<file path="src/rtl/feeder_pkg.sv">
// feeder_pkg: state encoding and sizing/skew helpers shared by the operand feeder.
package feeder_pkg;

    typedef enum logic [1:0] {S_IDLE, S_LOAD, S_ARMED, S_FEED} state_t;

    function automatic int cnt_w(input int n);
        return (n < 2) ? 1 : $clog2(n);
    endfunction

    // Lane d is live on beat t when its skewed element index t-d lies in 0..n-1.
    function automatic logic skew_ok(input int t, input int d, input int n);
        return (t >= d) && (t - d < n);
    endfunction

endpackage

</file>
<file path="src/rtl/feeder_operand_bank.sv">
// feeder_operand_bank: N x N element store, linear-address write port and
// N parallel combinational (row, column) read ports.
module feeder_operand_bank
    import feeder_pkg::*;
#(
    parameter int N  = 3,
    parameter int DW = 8,
    localparam int AW = cnt_w(N * N),
    localparam int IW = cnt_w(N)
) (
    input  logic                 i_clk,
    input  logic                 i_we,
    input  logic [AW-1:0]        i_waddr,
    input  logic [DW-1:0]        i_wdata,
    input  logic [N-1:0][IW-1:0] i_rd_row,
    input  logic [N-1:0][IW-1:0] i_rd_col,
    output logic [N-1:0][DW-1:0] o_rd_data
);

    logic [DW-1:0] r_mem [N*N];

    always_ff @(posedge i_clk) begin
        if (i_we) r_mem[i_waddr] <= i_wdata;
    end

    for (genvar k = 0; k < N; k++) begin : g_rd
        assign o_rd_data[k] = r_mem[AW'(int'(i_rd_row[k]) * N + int'(i_rd_col[k]))];
    end

endmodule

</file>
<file path="src/rtl/systolic_operand_feeder.sv">
// systolic_operand_feeder: loads A then B word-serially and feeds them diagonally skewed
// onto the array edges. FEEDER_REUSE_B_EN keeps B across feeds so later loads carry A only.
module systolic_operand_feeder
    import feeder_pkg::*;
#(
    parameter int N  = 3,
    parameter int DW = 8
) (
    input  logic            i_clk,
    input  logic            i_reset_n,
    input  logic            i_enable,
    input  logic            i_ld_valid,
    input  logic [DW-1:0]   i_ld_data,
    output logic            o_ld_ready,
    input  logic            i_start,
    output logic [N*DW-1:0] o_a_out,
    output logic [N-1:0]    o_a_vld,
    output logic [N*DW-1:0] o_b_out,
    output logic [N-1:0]    o_b_vld,
    output logic            o_busy,
    output logic            o_done
);

    localparam int TW = cnt_w(2 * N - 1);
    localparam int LW = cnt_w(2 * N * N);
    localparam int AW = cnt_w(N * N);
    localparam int IW = cnt_w(N);
    localparam logic [LW-1:0] L_NN   = LW'(N * N);
    localparam logic [LW-1:0] L_FULL = LW'(2 * N * N - 1);
    localparam logic [TW-1:0] T_END  = TW'(2 * N - 1);

    state_t               r_state;
    logic [LW-1:0]        r_lcnt;
    logic [TW-1:0]        r_t;
    logic                 w_acc;
    logic                 w_last;
    logic                 w_end;
    logic [LW-1:0]        w_last_idx;
    logic [N-1:0]         w_v;
    logic [N-1:0][IW-1:0] w_lane;
    logic [N-1:0][IW-1:0] w_k;
    logic [N-1:0][DW-1:0] w_a_rd;
    logic [N-1:0][DW-1:0] w_b_rd;
    logic [N*DW-1:0]      w_a_beat;
    logic [N*DW-1:0]      w_b_beat;

    assign w_acc  = i_ld_valid && o_ld_ready;
    assign w_last = r_lcnt == w_last_idx;
    assign w_end  = r_t == T_END;

`ifdef FEEDER_REUSE_B_EN
    logic r_bheld;

    assign w_last_idx = r_bheld ? L_NN - LW'(1) : L_FULL;

    always_ff @(posedge i_clk) begin
        if (!i_reset_n) r_bheld <= 1'b0;
        else if (r_state == S_FEED && i_enable && w_end) r_bheld <= 1'b1;
    end
`else
    assign w_last_idx = L_FULL;
`endif

    feeder_operand_bank #(.N(N), .DW(DW)) u_bank_a (
        .i_clk     (i_clk),
        .i_we      (w_acc && r_lcnt < L_NN),
        .i_waddr   (AW'(r_lcnt)),
        .i_wdata   (i_ld_data),
        .i_rd_row  (w_lane),
        .i_rd_col  (w_k),
        .o_rd_data (w_a_rd)
    );

    feeder_operand_bank #(.N(N), .DW(DW)) u_bank_b (
        .i_clk     (i_clk),
        .i_we      (w_acc && r_lcnt >= L_NN),
        .i_waddr   (AW'(r_lcnt - L_NN)),
        .i_wdata   (i_ld_data),
        .i_rd_row  (w_k),
        .i_rd_col  (w_lane),
        .o_rd_data (w_b_rd)
    );

    // A row i and B column i share the same skew, so one validity/index per lane serves both.
    for (genvar i = 0; i < N; i++) begin : g_skew
        assign w_lane[i]             = IW'(i);
        assign w_v[i]                = skew_ok(int'(r_t), i, N);
        assign w_k[i]                = w_v[i] ? IW'(int'(r_t) - i) : '0;
        assign w_a_beat[i*DW +: DW]  = w_v[i] ? w_a_rd[i] : '0;
        assign w_b_beat[i*DW +: DW]  = w_v[i] ? w_b_rd[i] : '0;
    end

    // r_t names the beat latched at the next enabled edge; T_END means all beats are out.
    always_ff @(posedge i_clk) begin
        if (!i_reset_n) begin
            r_state    <= S_IDLE;
            r_lcnt     <= '0;
            r_t        <= '0;
            o_a_out    <= '0;
            o_a_vld    <= '0;
            o_b_out    <= '0;
            o_b_vld    <= '0;
            o_busy     <= 1'b0;
            o_done     <= 1'b0;
            o_ld_ready <= 1'b1;
        end else begin
            o_done <= 1'b0;
            case (r_state)
                S_IDLE, S_LOAD: if (w_acc) begin
                    r_lcnt     <= w_last ? '0 : r_lcnt + LW'(1);
                    r_state    <= w_last ? S_ARMED : S_LOAD;
                    o_ld_ready <= !w_last;
                end
                S_ARMED: if (i_start) begin
                    r_state <= S_FEED;
                    r_t     <= '0;
                end
                S_FEED: if (i_enable) begin
                    r_state    <= w_end ? S_IDLE : S_FEED;
                    r_t        <= w_end ? '0 : r_t + TW'(1);
                    o_a_out    <= w_end ? '0 : w_a_beat;
                    o_a_vld    <= w_end ? '0 : w_v;
                    o_b_out    <= w_end ? '0 : w_b_beat;
                    o_b_vld    <= w_end ? '0 : w_v;
                    o_busy     <= !w_end;
                    o_done     <= w_end;
                    o_ld_ready <= w_end;
                end
                default: r_state <= S_IDLE;
            endcase
        end
    end

endmodule
</file>
<file path="config.mk">
export PLATFORM = sky130hd
export DESIGN_NAME = systolic_operand_feeder
export DESIGN_NICKNAME = d
export VERILOG_FILES = /design/src/rtl/feeder_pkg.sv /design/src/rtl/feeder_operand_bank.sv /design/src/rtl/systolic_operand_feeder.sv
export SDC_FILE = /design/constraint.sdc
export NUM_CORES = 1
export LEC_CHECK = 0
export CAP_MARGIN = 25
export CELL_PAD_IN_SITES_DETAIL_PLACEMENT = 1
export CELL_PAD_IN_SITES_GLOBAL_PLACEMENT = 1
export CORE_MARGIN = 4
export CORE_UTILIZATION = 44
export DETAILED_ROUTE_END_ITERATION = 7
export GPL_TIMING_DRIVEN = 0
export PLACE_DENSITY_LB_ADDON = 0.15
export SLEW_MARGIN = 20
export SYNTH_ARGS = -nofsm -noshare
export SYNTH_HDL_FRONTEND = slang
export SYNTH_HIERARCHICAL = 1
export SYNTH_SLANG_ARGS = --single-unit
export TNS_END_PERCENT = 20
</file>
<file path="constraint.sdc">
create_clock -name i_clk -period 3.5 [get_ports i_clk]
set_input_delay 0.525 -clock i_clk [delete_from_list [all_inputs] [get_ports i_clk]]
set_output_delay 0.525 -clock i_clk [all_outputs]
set_load 0.01 [all_outputs]
</file>
==> reports/metrics.yaml, run 1 <==
die_w_um: 171
area_growth_pct: 21.7
path_clk_slew_ns: 0.06
critPathMaxStageDelay_ns: 0.50
crit_chain: "buf_8, inv_8, ha_4, ha_4, nand2b_4, a22o_4, nor2_4, inv_2, fa_1, inv_1, ha_2, inv_2, fa_1, buf_6, nor2_4, a22oi_1, a41o_1, a22o_1"
num_vias: 9137
violations: "negative setup slack"
antenna_found_initial: 2
hold_viol: 0
die_area_um2: 29300
avgRoutedWirePerCell_um: 26.6
synth_seq_cells: 208
core_um2: 26100
seq_power_share_pct: 44.9
p_int_mw: 4.41
drv_slew: 0
critPathSlowestCell: "fa_1"
chipHeight_um: 171
cp-start-kind: "flop"
yosys_warnings: 6
wl_mm: 39.8
cts_buffers: 25
setup_viol: 31
synth_edf_count: 144
timing_worst_slew_pin_value_ns: 1.05
status: "finished, violations left"
finish.utilization_pct: 54.6
crit_required_ns: 3.93
grt_pass1_vias: 9282
dpl_cell_area_um2: 13000
synthAdderAreaFrac_pct: 4.51
initial_core_util_pct: 44.8
timing.final.crit_share_pct: 111
layout_commonest_cell: "mux2i_1"
end_kind: "flop"
hp-class: "input pin to flop"
critPathBufInv: 6
ioPinCount: 70
port_buffers: 68
clock-sinks: 208
reg2regPathDepth: 18
hpwlAfterDp_mm: 28.5
cp.arrival_ns: 4.32
finalPower_mw: 5.95
yosys-mux-area-fraction_pct: 12.4
synth_xor_area_share_pct: 0.149
synth_top_family_by_area: "compound AO/OA/AOI/OAI gates"
rows: 59
p_switching_mw: 1.53
grt_pass1_wl_mm: 59.5
clock_path_buffers: 3
finClkSkew_ns: 0.0203
cts_tree: "yes"
root_buffer: "clkbuf_16"
avgSynthCellArea_um2: 11.5
fmax_mhz: 257
worst_slack_ns: -0.390
drc: 0
htree_levels: 1
combPwrFrac_pct: 11.8
swShare_pct: 25.8
dp_slack_ns: -0.672
fin_area_um2: 14300
synth-simple-area-share_pct: 13.5
firstDrtPassIters: 5
crit_path_max_fanout: 8
synth_top_flop_cell: "edfxtp_1"
cts-hold-fix-buffers: 0
synth_compound_area_share_pct: 15.6
gp_congestion: 0.899
power_density_nw_per_um2: 417
p_leak_nw: 5.37
ys_async_sr_fraction_pct: 0
synth.distinct_cells: 53
n_antenna_cell: 0
mappedNetlistArea_um2: 11700
path_depth: 18
antenna_left: 0
pwr-share-clk_pct: 43.3
insertion_delay_ns: 0.53
dr.first_iter.drc_count: 838
final_cell_mix: "mux2i_1, edfxtp_1, nor2b_1"
grt_use_total_pct: 27.0
postSynthCellCount: 1017
ir_drop_v: 0.000301
viasPerCell: 6.10
maxCapViolCount: 0
seq_area_frac_synth_pct: 47.8
grt_overflow: 0
fin_nets: 1193
layout-drive-gt1-share_pct: 16.5
criticalPathCategory: "flop to flop"
grt_max_degree: 19
crit_family: "adder cells"
hold_depth: 3
rsz0062_at_grt: "yes"
fin_crit_ns: 3.89
slew_headroom_pct: 30.0
registers in the layout, summed over array words and instances (netlist names):
name / cells
u_bank_a/r_mem: 72
u_bank_b/r_mem: 72
o_a_out: 24
o_b_out: 24
r_lcnt: 5
o_b_vld: 3
r_t: 3
r_state: 2
o_busy: 1
o_done: 1
o_ld_ready: 1
routing by layer:
layer	GRT usage [%]	part of all wire [%]
met5	0	0.053
met4	5.37	1.7
met3	6.23	8.7
met2	39.0	42
met1	41.8	47
through the flow:
stage	TNS, ns	hold slack [ns]	instances
2_1_floorplan	-1.42	0.480	1030
3_3_place_gp	-15.76	0.457	1433
3_5_place_dp	-18.41	0.464	1433
4_1_cts	-7.96	0.411	1489
5_1_grt	-10.69	0.465	1499
6_report	-6.57	0.421	1499
worst min-delay path, stage by stage:
cell and delay [ns]:
clkbuf_1 0.20, nand2_1 0.11, o21ai_0 0.06
Yosys cell counts, types with 3 or more instances:
master    number  area share, %
ha_1          23            2.5
o21ai_0       20           0.85
nor2b_1      100            5.3
buf_1          9           0.29
buf_8          3           0.38
buf_6         16            1.5
fa_1          12            2.0
inv_1         37            1.2
a21oi_1       13           0.56
clkbuf_1      18           0.58
nand3b_1       5           0.32
a41o_1        48            4.1
a22o_1        16            1.2
edfxtp_1     144             37
buf_2         15           0.64
buf_4         15           0.96
a211o_1       48            3.6
a22oi_1       65            4.2
mux2i_1      145             12
nor3_1        12           0.51
nand2b_1      15           0.80
nor2_2         6           0.32
and2b_1        5           0.32
nor2_1        40            1.3
dfxtp_1       64             11
nand2_1       25           0.80
nand3_1       66            2.8
final cells by class:
class                           count  area (um2)
Clock inverter                     14        85.1
Fill cell                        2764       11900
Sequential cell                   208        5610
Multi-Input combinational cell    706        5780
Inverter                           37         153
Clock buffer                       32         737
Buffer                             78         624
Timing Repair Buffer               89         855
Tap cell                          335         419
final timing paths:
path	startpoint	end	slack (ns)
worst max-delay path	r_t[0]	o_b_out[9]	-0.39
worst min-delay path	i_reset_n	o_b_out[18]	0.42
worst max register to register	r_t[0]	o_b_out[9]	-0.39
worst min register to register	o_b_out[21]	o_b_out[21]	0.47
power by group through the flow:
stage | Sequential (mW) | Clock (mW) | Combinational [mW]
floorplan | 2.71 | 0 | 0.417
global placement | 2.72 | 0 | 0.620
detailed placement | 2.72 | 0 | 0.630
CTS | 2.67 | 2.62 | 0.652
global route | 2.67 | 2.73 | 0.738
finish | 2.67 | 2.58 | 0.701
cells by family (layout without fill, tap and decap cells):
| family | after synthesis | count (layout) |
|---|---|---|
| adder cells (fa/ha/maj) | 35 | 35 |
| other | 2 | 15 |
| flip-flops | 208 | 208 |
| AO/OA/AOI/OAI | 224 | 224 |
| multiplexers | 145 | 145 |
| XOR/XNOR | 2 | 2 |
| buffers and inverters | 116 | 250 |
| AND/OR/NAND/NOR | 285 | 285 |
repair_timing:
| item | in CTS | in global routing |
|---|---|---|
| pin swaps | 13 | 14 |
| endpoints found under the setup margin | 40 | 40 |
| buffers inserted | 10 | 8 |
| resized for setup | 47 | 33 |
Note: power is estimated with default switching activity, not from simulation.
==> inputs of run 2 (changes only) <==
Settings changed: CORE_MARGIN 4 to 2.
==> run 2 against run 1 <==
Net effect:
- the flow finishes with violations (design-rule violations, negative setup slack)
- non-clock buffer count shrank 1
- core utilization down 0.062 points
- wire length shrank 0.57%
- count of clock-buffer cells in the layout rose by 10
- final area shrank 0.11%
- worst setup slack improved by 0.042 ns
- hold slack improved by 0.020 ns
- largest power group is now clock
==> reports/metrics.yaml, run 2 (synthesized netlist as in run 1, its figures left out) <==
p_switching_mw: 1.53  # about the same
swShare_pct: 24.8  # -0.91 points
reg.largest.list: "u_bank_a/r_mem: 72 flops, u_bank_b/r_mem: 72 flops"
dr.first_iter.drc_count: 622  # -26%
fin_nets: 1193  # unchanged
layout-drive-gt1-share_pct: 15.8  # -0.70 points
insertion_delay_ns: 0.54  # about the same
antenna_left: 0  # unchanged
n_antenna_cell: 0  # unchanged
ir_drop_v: 0.000303  # +0.75%
grt_overflow: 0  # unchanged
cp.arrival_ns: 4.27  # -0.05 ns
firstDrtPassIters: 7  # +2
grt_use_total_pct: 28.0  # +0.95 points
chipHeight_um: 167  # -2.3%
multiInputGateArea_um2: 5710  # -1.1%
hpwlAfterDp_mm: 28.8  # +1.1%
crit_required_ns: 3.93  # about the same
cp-start-kind: "flop"
cts_tree: "yes"
root_buffer: "clkbuf_16"
drc: 4  # +4
final_cell_mix: "mux2i_1, edfxtp_1, nor2b_1"
fin_area_um2: 14200  # -0.11%
crit_path_max_fanout: 8  # unchanged
pwr-share-clk_pct: 45.4  # +2.1 points
fmax_mhz: 260  # +1.1%
rows: 59  # unchanged
initial_core_util_pct: 44.8  # unchanged
seq_power_share_pct: 43.3  # -1.6 points
crit_chain: "buf_6, inv_6, ha_4, ha_4, nand2b_4, a22o_4, nor2_4, inv_2, fa_1, inv_1, ha_2, inv_2, fa_1, buf_6, nor2b_1, buf_4, buf_4, a22oi_1, a41o_1, a22o_1"
die_area_um2: 28000  # -4.6%
timing.final.crit_share_pct: 110  # -1.2 points
power_density_nw_per_um2: 432  # +3.7%
grt_pass1_wl_mm: 58.8  # -1.2%
dp_slack_ns: -0.698  # -0.0257 ns
dpl_cell_area_um2: 13000  # +0.29%
ioPinCount: 70  # unchanged
gp_congestion: 0.893  # -0.63%
wl_mm: 39.6  # -0.57%
rsz0062_at_grt: "yes"
port_buffers: 68  # unchanged
antenna_found_initial: 0  # -2
setup_viol: 35  # +13%
cts-hold-fix-buffers: 0  # unchanged
critPathMaxStageDelay_ns: 0.48  # -0.02 ns
critPathSlowestCell: "fa_1"
criticalPathCategory: "flop to flop"
maxCapViolCount: 0  # unchanged
timing_worst_slew_pin_value_ns: 1.08  # +0.0324 ns
hold_viol: 0  # unchanged
worst_slack_ns: -0.348  # +0.0418 ns
hp-class: "input pin to flop"
p_int_mw: 4.63  # +4.9%
clock_path_buffers: 3  # unchanged
status: "finished, violations left"
post-place-cells: 1440  # +0.49%
area_growth_pct: 21.6
end_kind: "flop"
violations: "design-rule violations, negative setup slack"
num_vias: 9077  # -0.66%
htree_levels: 1  # unchanged
fillers: 2752  # -0.43%
p_leak_nw: 5.41  # +0.65%
cts_buffers: 26  # +4.0%
path_clk_slew_ns: 0.06  # about the same
viasPerCell: 6.05  # -0.72%
die_w_um: 167  # -2.3%
combPwrFrac_pct: 11.3  # -0.5 points
finClkSkew_ns: 0.0143  # -0.00602 ns
core_um2: 26100  # unchanged
drv_slew: 0  # unchanged
grt_pass1_vias: 9159  # -1.3%
avgRoutedWirePerCell_um: 26.4  # -0.63%
grt_max_degree: 19  # unchanged
clock-sinks: 208  # unchanged
seqCellArea_um2: 5610  # about the same
fin_tns_setup_ns: -6.56  # +0.00406 ns
layout_commonest_cell: "mux2i_1"
slew_headroom_pct: 27.8  # -2.2 points
fin_crit_ns: 3.85  # -0.0418 ns
finalNonFillerCells: 1500  # +0.067%
finalPower_mw: 6.16  # +3.6%
==> run 2: cell count changes in the layout (fill, tap and decap cells not counted), sizes merged <==
| cell | change |
|---|---|
| clkbuf | +10 |
| clkinv | -6 |
| clkinvlp | -3 |
| buf | -1 |
| inv | +1 |
==> run 2: final cells by class <==
| class | instances | area share [%] |
|---|---|---|
| plain buffers | 78 | 4.27 |
| clock buffers | 42 | 6.14 |
| clock inverters | 6 | 0.263 |
| inverters | 37 | 1.03 |
| multi-input cells | 706 | 40.1 |
| flip-flops and latches | 208 | 39.4 |
| well taps | 335 | 2.94 |
| repair buffers | 88 | 5.88 |
==> run 2: power by group through the flow <==
stage          logic, mW  clock network [mW]  registers [mW]
6_report           0.694                2.80            2.67
5_1_grt            0.730                2.93            2.67
4_1_cts            0.645                2.83            2.67
3_5_place_dp       0.631                   0            2.72
3_3_place_gp       0.621                   0            2.72
2_1_floorplan      0.417                   0            2.71
==> run 2: what timing repair did <==
item	CTS	global route
gates resized for setup	39	20
setup endpoints to repair	40	40
buffers inserted	8	4
pin swaps	14	12
==> run 2: routing by layer <==
layer  vias up  track usage, %  share of wire (%)
li1       4086               -                  -
met1      4623            41.5                 47
met4         0            7.26                2.0
met5         -               0                  0
met2       324            41.8                 43
met3        44            5.84                8.2
==> run 2: worst paths after layout <==
kind,endpoint,depth (start not counted),startpoint,slack [ns]
max,o_b_out[8],20,r_t[0],-0.35
min,o_b_out[18],3,i_reset_n,0.44
max reg2reg,o_b_out[8],20,r_t[0],-0.35
min reg2reg,o_a_out[11],1,o_a_out[11],0.47
==> run 2: through the flow <==
stage / utilization, % / hold WS, ns
CTS: 54.1 / 0.446
global placement: 49.5 / 0.455
floorplan: - / 0.480
finish: 54.5 / 0.442
global route: 54.5 / 0.488
detailed placement: 49.8 / 0.460
==> run 2: worst max-delay path, delay by kind of cell (launching register included) <==
family / cells / cell delay [ns]
fa+ha+maj: 5 / 1.51
simple gates: 3 / 0.30
compound gates: 4 / 0.82
flops: 1 / 0.33
buf+inv: 8 / 0.79
==> inputs of run 3 (changes only) <==
Settings changed: PLACE_DENSITY set to 0.73, PLACE_DENSITY_LB_ADDON 0.15 to not set, SETUP_SLACK_MARGIN set to 0.02, SLEW_MARGIN 20 to 30.
==> run 3 against run 2 <==
Net effect:
- the flow still finishes with violations (design-rule violations, negative setup slack)
- sequential cell count did not move
- via count decreased by 0.37%
- final area is 1.1% lower
- sequential share of layout area rose by 0.45 points
- non-clock buffer count is 6 lower
- cell count decreased by 0.67%
- register-to-register slack worse by 0.12 ns
- total power fell by 3.4%
==> reports/metrics.yaml, run 3 (synthesized netlist as in run 1, its figures left out) <==
fillers: 2801  # +1.8%
root_buffer: "clkbuf_16"
avgRoutedWirePerCell_um: 26.0  # -1.5%
maxCapViolCount: 0  # unchanged
p_leak_nw: 5.31  # -1.8%
grt_overflow: 0  # unchanged
wl_mm: 38.8  # -2.1%
r2r_start: "r_t[0]"
port_buffers: 68  # unchanged
power_density_nw_per_um2: 422  # -2.4%
reg.largest.list: "u_bank_a/r_mem: 72 flops, u_bank_b/r_mem: 72 flops"
rows: 59  # unchanged
crit_required_ns: 3.92  # about the same
antenna_left: 0  # unchanged
gp_congestion: 0.882  # -1.2%
drc: 3  # -1
dr.first_iter.drc_count: 645  # +3.7%
die_area_um2: 28000  # unchanged
cp-startpoint: "r_t[0]"
core_um2: 26100  # unchanged
crit_chain: "buf_8, inv_8, ha_4, ha_4, nand2b_4, a22o_4, nor2_4, buf_6, inv_2, fa_1, inv_1, ha_2, inv_2, fa_1, buf_6, nor2b_1, buf_4, a22oi_2, a41o_1, a22o_1"
clock_path_buffers: 3  # unchanged
fin_area_um2: 14100  # -1.1%
layout_commonest_cell: "mux2i_1"
cp.arrival_ns: 4.39  # +0.12 ns
antenna_found_initial: 1  # +1
final_cell_mix: "mux2i_1, edfxtp_1, nor2b_1"
hpwlAfterDp_mm: 28.4  # -1.4%
hold_viol: 0  # unchanged
end_kind: "flop"
fin_nets: 1185  # -0.67%
ioPinCount: 70  # unchanged
criticalPathCategory: "flop to flop"
finalNonFillerCells: 1490  # -0.67%
status: "finished, violations left"
grt_use_total_pct: 27.3  # -0.66 points
area_growth_pct: 20.3
critPathSlowestCell: "fa_1"
num_vias: 9043  # -0.37%
finalPower_mw: 5.95  # -3.4%
dp_slack_ns: -0.724  # -0.0265 ns
viasPerCell: 6.07  # +0.29%
reg2regPathDepth: 20  # unchanged
layout-drive-gt1-share_pct: 15.8  # -0.036 points
fin_crit_ns: 3.96  # +0.116 ns
violations: "design-rule violations, negative setup slack"
cp-start-kind: "flop"
ir_drop_v: 0.000292  # -3.6%
hp-class: "input pin to flop"
timing_worst_slew_pin_value_ns: 1.01  # -0.0716 ns
critPathMaxStageDelay_ns: 0.46  # -0.02 ns
initial_core_util_pct: 44.8  # unchanged
grt_pass1_vias: 9137  # -0.24%
crit_path_max_fanout: 8  # unchanged
firstDrtPassIters: 6  # -1
finish.utilization_pct: 53.9  # -0.57 points
cts-hold-fix-buffers: 0  # unchanged
timing.final.crit_share_pct: 113  # +3.3 points
dpl_cell_area_um2: 13000  # -0.23%
fmax_mhz: 252  # -2.9%
worst_slack_ns: -0.464  # -0.116 ns
die_w_um: 167  # unchanged
drv_slew: 0  # unchanged
grt_pass1_wl_mm: 57.6  # -2.0%
hold_path.startpoint: "i_reset_n"
post-place-cells: 1434  # -0.42%
chipHeight_um: 167  # unchanged
clock-sinks: 208  # unchanged
finClkSkew_ns: 0.00659  # -0.00773 ns
rsz0062_at_grt: "yes"
slew_headroom_pct: 32.6  # +4.7 points
path_clk_slew_ns: 0.06  # about the same
cts_tree: "yes"
grt_max_degree: 19  # unchanged
cts_buffers: 24  # -7.7%
setup_viol: 39  # +11%
n_antenna_cell: 0  # unchanged
htree_levels: 1  # unchanged
insertion_delay_ns: 0.53  # about the same
hold_depth: 3  # unchanged
run 3: cell count changes in the layout (fill, tap and decap cells not counted), sizes merged:
cell	change
clkbuf	-13
clkinv	+4
buf	-3
clkdlybuf4s50	-3
bufinv	+2
clkinvlp	+2
inv	+1
run 3: per-stage QoR:
| step | hold slack, ns | setup TNS, ns |
|---|---|---|
| global route | 0.440 | -14.41 |
| global placement | 0.459 | -15.42 |
| finish | 0.400 | -8.93 |
| CTS | 0.400 | -10.19 |
| detailed placement | 0.465 | -18.23 |
| floorplan | 0.480 | -1.42 |
run 3: cell type report:
type                    count  area (um2)  share of cell area [%]
multi-input cells         706        5720                    40.6
flip-flops and latches    208        5610                    39.8
repair buffers             81         767                    5.44
clock buffers              29         672                    4.77
plain buffers              79         608                    4.31
well taps                 335         419                    2.97
inverters                  37         150                    1.06
clock inverters            15         149                    1.06
run 3: worst max-delay path: cells and delay by family (launching register included):
family | cells | cell delay (ns)
buffers and inverters | 8 | 0.73
flip-flops | 1 | 0.35
adder cells (fa/ha/maj) | 5 | 1.50
AND/OR/NAND/NOR | 3 | 0.37
AO/OA/AOI/OAI | 4 | 0.91
run 3: path summary, 6_finish.rpt:
check / slack [ns] / to
worst max-delay path: -0.46 / o_a_out[11]
worst max register to register: -0.46 / o_a_out[11]
worst min register to register: 0.48 / o_a_out[13]
worst min-delay path: 0.40 / o_b_out[18]
run 3: metal layers:
layer  wire, um  part of all wire (%)  global-route usage [%]
met5         13                 0.034                       0
met4        881                   2.3                    7.22
met3       3100                   8.0                    6.33
met2      16600                    43                    40.9
met1      18200                    47                    40.0
run 3: timing repair:
item	CTS	global route
setup buffers	7	5
hold endpoints to repair	0	0
pin swaps	16	13
setup endpoints to repair	40	40
resized for setup	36	21
run 3: power by group:
| part | internal (mW) | switching (mW) |
|---|---|---|
| sequential | 2.65 | 0.0199 |
| combinational | 0.259 | 0.423 |
| clock | 1.53 | 1.07 |
| total | 4.43 | 1.51 |
